===== src/rtl/serial_frame_decoder_pkg.sv =====
// Shared definitions for the serial frame encoder/decoder pair:
// receiver state encoding, default word width and the parity helper.
package serial_frame_decoder_pkg;

  localparam int unsigned DEFAULT_DATA_W = 3;
  localparam int unsigned MAX_DATA_W     = 16;

  typedef enum logic [2:0] {
    IDLE,
    DATA,
    PARITY,
    STOP,
    BREAK
  } state_e;

  // Parity bit that makes the frame correct: XOR of the word, inverted for odd parity.
  // Words narrower than MAX_DATA_W are passed zero-extended.
  function automatic logic parity_bit(input logic [MAX_DATA_W-1:0] data, input logic odd);
    return (^data) ^ odd;
  endfunction

endpackage


===== src/rtl/serial_frame_decoder.sv =====
// Serial frame receiver: start bit, DATA_W data bits (LSB first), parity bit
// and stop bit, each sampled on a bit_en strobe. Good frames update data_out
// with a one-cycle valid_out pulse; bad parity or a low stop bit pulse an error.
module serial_frame_decoder
  import serial_frame_decoder_pkg::*;
#(
  parameter int unsigned DATA_W     = DEFAULT_DATA_W,
  parameter bit          PARITY_ODD = 1'b0
) (
  input  logic              clk,
  input  logic              rst_n,
  input  logic              bit_en,
  input  logic              rx_in,
  output logic [DATA_W-1:0] data_out,
  output logic              valid_out,
  output logic              parity_err,
  output logic              frame_err,
  output logic              busy
);

  localparam int unsigned           CNT_W    = $clog2(DATA_W + 1);
  localparam logic [CNT_W-1:0]      LAST_BIT = CNT_W'(DATA_W - 1);

  state_e            state_q;
  logic [CNT_W-1:0]  cnt_q;
  logic [DATA_W-1:0] shift_q;
  logic [DATA_W-1:0] data_q;
  logic              parity_bad_q;
  logic              valid_q;
  logic              perr_q;
  logic              ferr_q;

  // Frame FSM with shift register and registered result pulses.
  always_ff @(posedge clk or negedge rst_n) begin
    if (!rst_n) begin
      state_q      <= IDLE;
      cnt_q        <= '0;
      shift_q      <= '0;
      data_q       <= '0;
      parity_bad_q <= 1'b0;
      valid_q      <= 1'b0;
      perr_q       <= 1'b0;
      ferr_q       <= 1'b0;
    end else begin
      valid_q <= 1'b0;
      perr_q  <= 1'b0;
      ferr_q  <= 1'b0;
      if (bit_en) begin
        case (state_q)
          IDLE: begin
            if (!rx_in) begin
              state_q <= DATA;
              cnt_q   <= '0;
            end
          end
          DATA: begin
            for (int unsigned i = 0; i < DATA_W; i++) begin
              if (cnt_q == CNT_W'(i)) shift_q[i] <= rx_in;
            end
            if (cnt_q == LAST_BIT) begin
              state_q <= PARITY;
            end else begin
              cnt_q <= cnt_q + CNT_W'(1);
            end
          end
          PARITY: begin
            parity_bad_q <= (rx_in != parity_bit(MAX_DATA_W'(shift_q), PARITY_ODD));
            state_q      <= STOP;
          end
          STOP: begin
            if (rx_in) begin
              if (!parity_bad_q) begin
                data_q  <= shift_q;
                valid_q <= 1'b1;
              end else begin
                perr_q <= 1'b1;
              end
              state_q <= IDLE;
            end else begin
              ferr_q  <= 1'b1;
              state_q <= BREAK;
            end
          end
          BREAK: begin
            if (rx_in) state_q <= IDLE;
          end
          default: state_q <= IDLE;
        endcase
      end
    end
  end

  // Output mapping; busy follows the state directly.
  always_comb begin
    data_out   = data_q;
    valid_out  = valid_q;
    parity_err = perr_q;
    frame_err  = ferr_q;
    busy       = (state_q != IDLE);
  end

endmodule

===== config.mk =====
export PLATFORM = sky130hd
export DESIGN_NAME = serial_frame_decoder
export DESIGN_NICKNAME = d
export VERILOG_FILES = /design/src/rtl/serial_frame_decoder_pkg.sv /design/src/rtl/serial_frame_decoder.sv
export SDC_FILE = /design/constraint.sdc
export NUM_CORES = 1
export LEC_CHECK = 0
export CAP_MARGIN = 20
export CORE_MARGIN = 2
export CORE_UTILIZATION = 45
export CTS_CLUSTER_SIZE = 25
export DETAILED_ROUTE_END_ITERATION = 6
export PLACE_DENSITY_LB_ADDON = 0.15
export SETUP_SLACK_MARGIN = 0.05
export SYNTH_ARGS = -nofsm -noshare
export SYNTH_HDL_FRONTEND = slang
export SYNTH_SLANG_ARGS = --single-unit

===== constraint.sdc =====
create_clock -name clk -period 2.3 [get_ports clk]
set_input_delay 0.46 -clock clk [delete_from_list [all_inputs] [get_ports clk]]
set_output_delay 0.46 -clock clk [all_outputs]
set_load 0.005 [all_outputs]

## Yosys cells after proc, flatten, opt, wreduce, memory -nomap -nowiden

Cells that the tools add are included.
Widths: inputs -> output; s select.

| word-level totals | value |
|---|---|
| output and inout port bits | 7 |
| flip-flop bits (word level) | 15 |

| operators by class | value |
|---|---|
| eq/ne operators | 11 |
| bitwise operators | 1 |
| mux-type cells | 19 |
| reductions and logical operators | 12 |
| add/sub/neg operators | 1 |

Operators by type and width:

| kind | number |
|---|---|
| $reduce_xor 16->1 | 1 |
| $pmux 3 s5 | 1 |
| $mux 3 | 4 |
| $reduce_and 4->1 | 3 |
| $mux 1 | 11 |
| $reduce_and 3->1 | 3 |
| $ne 2x2->1 const B | 4 |
| $eq 3x2->1 const B | 2 |
| $mux 2 | 2 |
| $pmux 2 s2 | 1 |
| $eq 3x1->1 const B | 1 |
| $eq 3x3->1 const B | 1 |
| $logic_not 3->1 | 1 |
| $reduce_bool 3->1 | 1 |
| $add 2x1->2 const B | 1 |
| $eq 2x1->1 const B | 1 |
| $eq 2x2->1 const B | 1 |
| $logic_not 2->1 | 1 |
| $reduce_and 2->1 | 1 |
| $reduce_bool 2->1 | 1 |
| $ne 1x1->1 | 1 |
| $not 1->1 | 1 |

## Logic depth before layout (Yosys ltp)

Gate-level depths: netlist of the first run.

| logic depth | value |
|---|---|
| word-level depth | 4 |
| depth in mapped cells | 5 |
| gate-level depth less buffers | 5 |

## Least setup slack after synthesis of the first run

No wires, ideal clock.

| path | value |
|---|---|
| kind | reg-to-reg |
| start | register cnt_q[0] |
| end | register cnt_q[1] |
| arrival | 1.497 ns |
| stages on the path, launching flop included | 6 |
| clock period less this slack | 1.622 ns |
| setup slack | 0.678 ns |
| required time | 2.175 ns |
| setup time | 0.125 ns |
| cells stage by stage | dfrtp_1 -> inv_1 -> ha_1 -> mux2_2 -> or3_4 -> mux2_4 |

| on the way | value |
|---|---|
| word-level cells in the longest chain between the ends | 3 |
| elaborated cells between the ends (all ways) | 6 |
| classes of those cells | 1 x add/sub; 2 x eq/ne; 2 x mux; 1 x reduce/logical |

Ends and longest elaborated chain:

| what | RTL line | source |
|---|---|---|
| start, declared | serial_frame_decoder.sv:25 | `logic [CNT_W-1:0] cnt_q;` |
| start signal, assigned | serial_frame_decoder.sv:63 | `cnt_q <= cnt_q + CNT_W'(1);` |
| $add 2x1->2 / $eq 2x2->1 (equally long branches) | serial_frame_decoder.sv:63, serial_frame_decoder.sv:60 |  |
| $mux 2 / $ne 2x2->1 (equally long branches) | - |  |
| $pmux 2 s2 / $reduce_and 4->1 (equally long branches) | - |  |

Parallel ways exist; a longest one is shown, timed or not. The select of a mux whose other input is x is not followed.
A chain may end at the register's enable or synchronous reset.

## Worst setup path after layout of the first run

| path | value |
|---|---|
| start | register state_q[1] |
| end | output port busy |

| on the way | value |
|---|---|
| word-level cells in the longest chain between the ends | 1 |

Ends and longest elaborated chain:

| what | RTL line | source |
|---|---|---|
| start, declared | serial_frame_decoder.sv:24 | `state_e state_q;` |
| start signal, assigned | serial_frame_decoder.sv:36 | `state_q <= IDLE;` |
| start signal, assigned | serial_frame_decoder.sv:52 | `state_q <= DATA;` |
| start signal, assigned | serial_frame_decoder.sv:61 | `state_q <= PARITY;` |
| $reduce_bool 3->1 | serial_frame_decoder.sv:99 | `busy = (state_q != IDLE);` |
| end, declared | serial_frame_decoder.sv:18 | `output logic busy` |

No other way between the ends.

==> metrics, run 1 <==
status complete, no violations; Max Cap Viol 0; ant diodes 0; setup TNS 0 ns; CTS tree built; CTS Sinks 15; worst rel slew slack 54.8%; Cell Area, Placed 848 um2; CP Data Arrival Time 1.59 ns; initial antenna violation count 0; drt via density 5.24; Post-Syn Instances 61; Final GP Congestion 0.780; slowest stage delay, CP 0.49 ns; Non-Filler Cell Area, Final 876 um2; share of layout cells above drive strength 1 20.5%; CP Launch Type register; Final Slew Violations 0; crit path kind register to primary output; CP Cell Sequence or3_1, clkdlybuf4s50_1; Power Dens Cells 1140 mW/mm2; Peak Freq 488 MHz; first-pass GRT wire length 1960 um; CTS Buf Count 3; hold_buf cts 0; clock-pin slew of the registers on the worst-case setup and hold paths 0.09 ns; clock buffer depth 2; Buf+Inv Stages, Crit Path 1; DR WL met3 48 um; CP endpoint kind primary output; Lkg Pwr 0.411 nW; fin nets 81; postcts setup bufs 0; Synth Cell Area 743 um2; cell family with the largest share of critical-path delay flip-flops; pin count of the biggest net entering global routing 16; Core Area 0.00152 mm2; Port Buf Inserts 10; post-synth cell types 27; synth warn 0; Total Routed Length 1140 um; clk_lat worst skew 0.27 ns; IO Count 11; DP Wirelength 851 um; hold slack 0.505 ns; WL/cell 12.8 um; # setup viols final 0; syn avg cell area 12.2 um2; worst hold path class register to register; critical path's slowest cell dfrtp_1; Initial DRC Count 10; chip height 44.6 um; CTS root buf clkbuf_4; sequential area share after synthesis 50.5%; Worst Slack Setup Final 0.250 ns; wire length on met1 584 um; PostCTS Resize Cnt 0; H-Tree Depth 1; Antenna Nets Post-Route 0; area grow syn2layout 17.8%; met2 routed WL 501 um; #FFs+latches synth 15; DRC errors left 0; DR vias 466; Fin. Hold Viols 0; drt first pass iters 3; vias in the first global route 453; Synth Net Count 68; VDD IR-drop max 0.000505 V; Tightest Pin Transition 0.675 ns; Final min period 2.05 ns; Post-Place Worst Slack 0.267 ns; FP Rows 14; Initial Utilization 48.8%; GR Overflow Total 0; Req. time, crit path 1.84 ns; final period utilization 89.1%; Highest Signal Layer met4; GR Util All Layers 13.7%; clk_skew 0.00187 ns; Die X 44.6 um; RSZ-0062 raised after global routing no; die footprint 0.00199 mm2; largest fanout on the critical path 11
registers in the layout, summed over array words and instances (netlist names):
| register | count |
|---|---|
| parity_err | 1 |
| cnt_q | 2 |
| data_out | 3 |
| valid_out | 1 |
| parity_bad_q | 1 |
| shift_q | 3 |
| frame_err | 1 |
| state_q | 3 |
worst reg2reg max path, stage by stage (launching register included):
cell,delay (ns)
dfrtp_1,0.38
inv_1,0.08
ha_1,0.24
mux2_2,0.27
or3_4,0.34
mux2_4,0.30
cell families after synthesis:
| group | count (synthesis) | share of synthesized area [%] |
|---|---|---|
| flip-flops | 15 | 50.5 |
| AND/OR/NAND/NOR | 20 | 16.7 |
| XOR/XNOR | 3 | 3.54 |
| AO/OA/AOI/OAI | 5 | 4.71 |
| adder cells (fa/ha/maj) | 3 | 5.05 |
| buffers and inverters | 5 | 4.04 |
| multiplexers | 10 | 15.5 |
power breakdown:
part	switching (mW)	leakage, nW	internal (mW)
sequential	0.104	0.195	0.356
combinational	0.141	0.199	0.248
clock	0.0820	0.0177	0.0642
total	0.327	0.411	0.668
Yosys cell counts:
cell type / n / share of area (%)
or4b_1: 1 / 1.3
nand2b_1: 1 / 0.84
nor2b_1: 1 / 0.84
buf_6: 1 / 1.5
a21o_1: 1 / 1.0
xnor2_1: 2 / 2.4
inv_1: 2 / 1.0
nor3b_2: 1 / 1.7
mux2_2: 7 / 11
nor3_1: 1 / 0.67
nand2_1: 8 / 4.0
dfrtp_1: 15 / 51
buf_4: 1 / 1.0
mux2_1: 1 / 1.5
or3_1: 1 / 0.84
nor2_1: 2 / 1.0
o31ai_1: 3 / 3.0
or3_4: 1 / 1.5
xor2_1: 1 / 1.2
mux2i_1: 1 / 1.3
nand4b_1: 1 / 1.2
ha_1: 3 / 5.1
clkbuf_1: 1 / 0.50
and4bb_1: 1 / 1.7
mux2_4: 1 / 2.0
nor3b_1: 1 / 1.0
o21ai_0: 1 / 0.67
routing by layer:
metal / track usage (%) / up-vias
met5: 0 / -
met4: 5.45 / 0
met3: 2.86 / 2
met2: 20.9 / 8
met1: 19.0 / 223
li1: - / 233
worst paths after layout:
check | from | to | slack [ns] | depth (start not counted)
setup / recovery | state_q[1] | busy | 0.25 | 2
hold / removal | parity_bad_q | valid_out | 0.51 | 1
setup reg to reg | cnt_q[0] | cnt_q[1] | 0.58 | 5
hold reg to reg | parity_bad_q | valid_out | 0.51 | 1
max in group asynchronous | rst_n | shift_q[2] | 1.28 | 1
min in group asynchronous | rst_n | cnt_q[1] | 0.59 | 1
through the flow:
stage | util, % | std cells | power (mW)
4_1_cts | 57.5 | 89 | 1.01
2_1_floorplan | - | 61 | 0.737
6_report | 57.5 | 89 | 0.995
3_5_place_dp | 55.7 | 85 | 0.859
3_3_place_gp | 55.7 | 85 | 0.852
5_1_grt | 57.5 | 89 | 1.08
cells in the final DEF (no fill, tap or decap), types with 2 or more instances in the layout:
cell type        count
clkbuf_4             3
mux2_2               7
inv_1                2
nand2_1              8
nor2_1               2
clkdlybuf4s50_1     10
dfrtp_1             15
ha_1                 3
xnor2_1              2
o31ai_1              3
final cells by class:
type	instances	area, um2
fillers	154	648
flip-flops and latches	15	375
multi-input cells	41	338
repair buffers	11	108
clock buffers	3	22.5
well taps	16	20.0
inverters	2	7.51
clock inverters	1	5.00
(Power assumes the default switching activity.)
==> run 2, diff against run 1 <==
- CORE_MARGIN: 2 -> default
- clock period: 2.3 -> 2.25 ns (I/O delays scaled with it)
==> metrics, run 2 (synthesis results as in run 1) <==
status complete, no violations (unchanged); RSZ-0062 raised after global routing no (unchanged); postcts setup bufs 0 (unchanged); worst rel slew slack 55.7% (was 54.8%); Core Area 0.00152 mm2 (unchanged); overall power 1.03 mW (was 0.995 mW); share of layout cells above drive strength 1 21.6% (was 20.5%); Port Buf Inserts 10 (unchanged); clk_skew 0.00512 ns (was 0.00187 ns); FP Rows 14 (unchanged); CP Data Arrival Time 1.60 ns (was 1.59 ns); IO Count 11 (unchanged); CTS Buf Count 3 (unchanged); Total Routed Length 1180 um (was 1140 um); Final min period 2.05 ns; GR Overflow Total 0 (unchanged); pin count of the biggest net entering global routing 16 (unchanged); Antenna Nets Post-Route 0 (unchanged); PostCTS Resize Cnt 0 (unchanged); # setup viols final 0 (unchanged); Lkg Pwr 0.416 nW (was 0.411 nW); Clk pwr share 14.6% (was 14.7%); Max Cap Viol 0 (unchanged); ant diodes 0 (unchanged); CTS root buf clkbuf_4 (unchanged); CP Launch Type register (unchanged); Switch Pwr 0.341 mW (was 0.327 mW); Peak Freq 487 MHz; vias in the first global route 470 (was 453); drt first pass iters 4 (was 3); hold slack 0.504 ns (was 0.505 ns); CP endpoint kind primary output (unchanged); Fin. Hold Viols 0 (unchanged); commonest cells after routing, fill and taps aside dfrtp_1 (15), clkdlybuf4s50_1 (10), nand2_1 (8) (unchanged); initial antenna violation count 0 (unchanged); Power Dens Cells 1170 mW/mm2 (was 1140 mW/mm2); DR vias 478 (was 466); P_int 0.694 mW (was 0.668 mW); WL/cell 13.1 um (was 12.8 um); Tightest Pin Transition 0.662 ns (was 0.675 ns); Initial Utilization 48.8% (unchanged); H-Tree Depth 1 (unchanged); largest fanout on the critical path 11 (unchanged); setup TNS 0 ns (unchanged); DP Wirelength 850 um (was 851 um); clk_lat worst skew 0.27 ns (about the same); Req. time, crit path 1.80 ns (was 1.84 ns); Logic pwr share 41.8% (was 39.1%); Final GP Congestion 0.748 (was 0.780); die footprint 0.00182 mm2 (was 0.00199 mm2); worst hold path class register to register (unchanged); area grow syn2layout 18.9% (was 17.8%); clock buffer depth 2 (unchanged); chip height 42.6 um (was 44.6 um); CTS tree built (unchanged); switch share 32.9% (was 32.8%); hold_buf cts 0 (unchanged); Flop pwr share 43.6% (was 46.2%); DRC errors left 0 (unchanged); drt via density 5.31 (was 5.24); CTS Sinks 15 (unchanged); GR Util All Layers 14.9% (was 13.7%); fin nets 82 (was 81); final period utilization 91.2%; crit path kind register to primary output (unchanged); VDD IR-drop max 0.000542 V (was 0.000505 V); Die X 42.6 um (was 44.6 um); commonest non-fill, non-tap cell in the layout dfrtp_1 (unchanged); clock-pin slew of the registers on the worst-case setup and hold paths 0.09 ns (about the same); first-pass GRT wire length 2060 um (was 1960 um); Final Slew Violations 0 (unchanged); Initial DRC Count 7 (was 10)
[run 2: changes by cell type in the layout (fill, tap and decap cells not counted)]
cell	previous run	this run
buf_4	1	2
[run 2: power groups by stage]
stage | sequential, mW | clock, mW | combinational [mW]
finish | 0.451 | 0.151 | 0.433
CTS | 0.452 | 0.157 | 0.437
global route | 0.468 | 0.166 | 0.486
global placement | 0.454 | 0 | 0.430
floorplan | 0.425 | 0 | 0.328
detailed placement | 0.457 | 0 | 0.434
[run 2: worst paths after layout]
check | startpoint | end | slack, ns | cells after the start
min in group asynchronous | rst_n | cnt_q[1] | 0.57 | 1
max | state_q[1] | busy | 0.20 | 2
max in group asynchronous | rst_n | shift_q[2] | 1.25 | 1
min reg2reg | parity_bad_q | valid_out | 0.50 | 1
min | parity_bad_q | valid_out | 0.50 | 1
max reg2reg | cnt_q[0] | cnt_q[1] | 0.55 | 5
[run 2: layout make-up]
type	count	area, um2
repair buffers	12	115
clock buffers	3	22.5
fillers	135	641
well taps	16	20.0
multi-input cells	41	338
flip-flops and latches	15	375
clock inverters	1	5.00
inverters	2	7.51
[run 2: stage by stage]
stage | util (%) | area (um2) | std cells | setup slack [ns]
2_1_floorplan | - | 743 | 61 | 0.628
3_3_place_gp | 56.2 | 856 | 86 | 0.250
3_5_place_dp | 56.2 | 856 | 86 | 0.208
4_1_cts | 58.0 | 883 | 90 | 0.194
5_1_grt | 58.0 | 883 | 90 | 0.137
6_report | 58.0 | 883 | 90 | 0.198
[run 2: critical path, stage by stage, from the launching register on]
cell	delay, ns
dfrtp_1	0.49
or3_1	0.40
clkdlybuf4s50_1	0.44
[run 2: layer usage]
layer / share of wire (%) / track usage [%] / vias up
met3: 3.6 / 2.59 / 2
met1: 52 / 21.4 / 233
met5: 0 / 0 / -
met2: 44 / 22.4 / 8
met4: 0.76 / 5.63 / 0
li1: - / - / 235
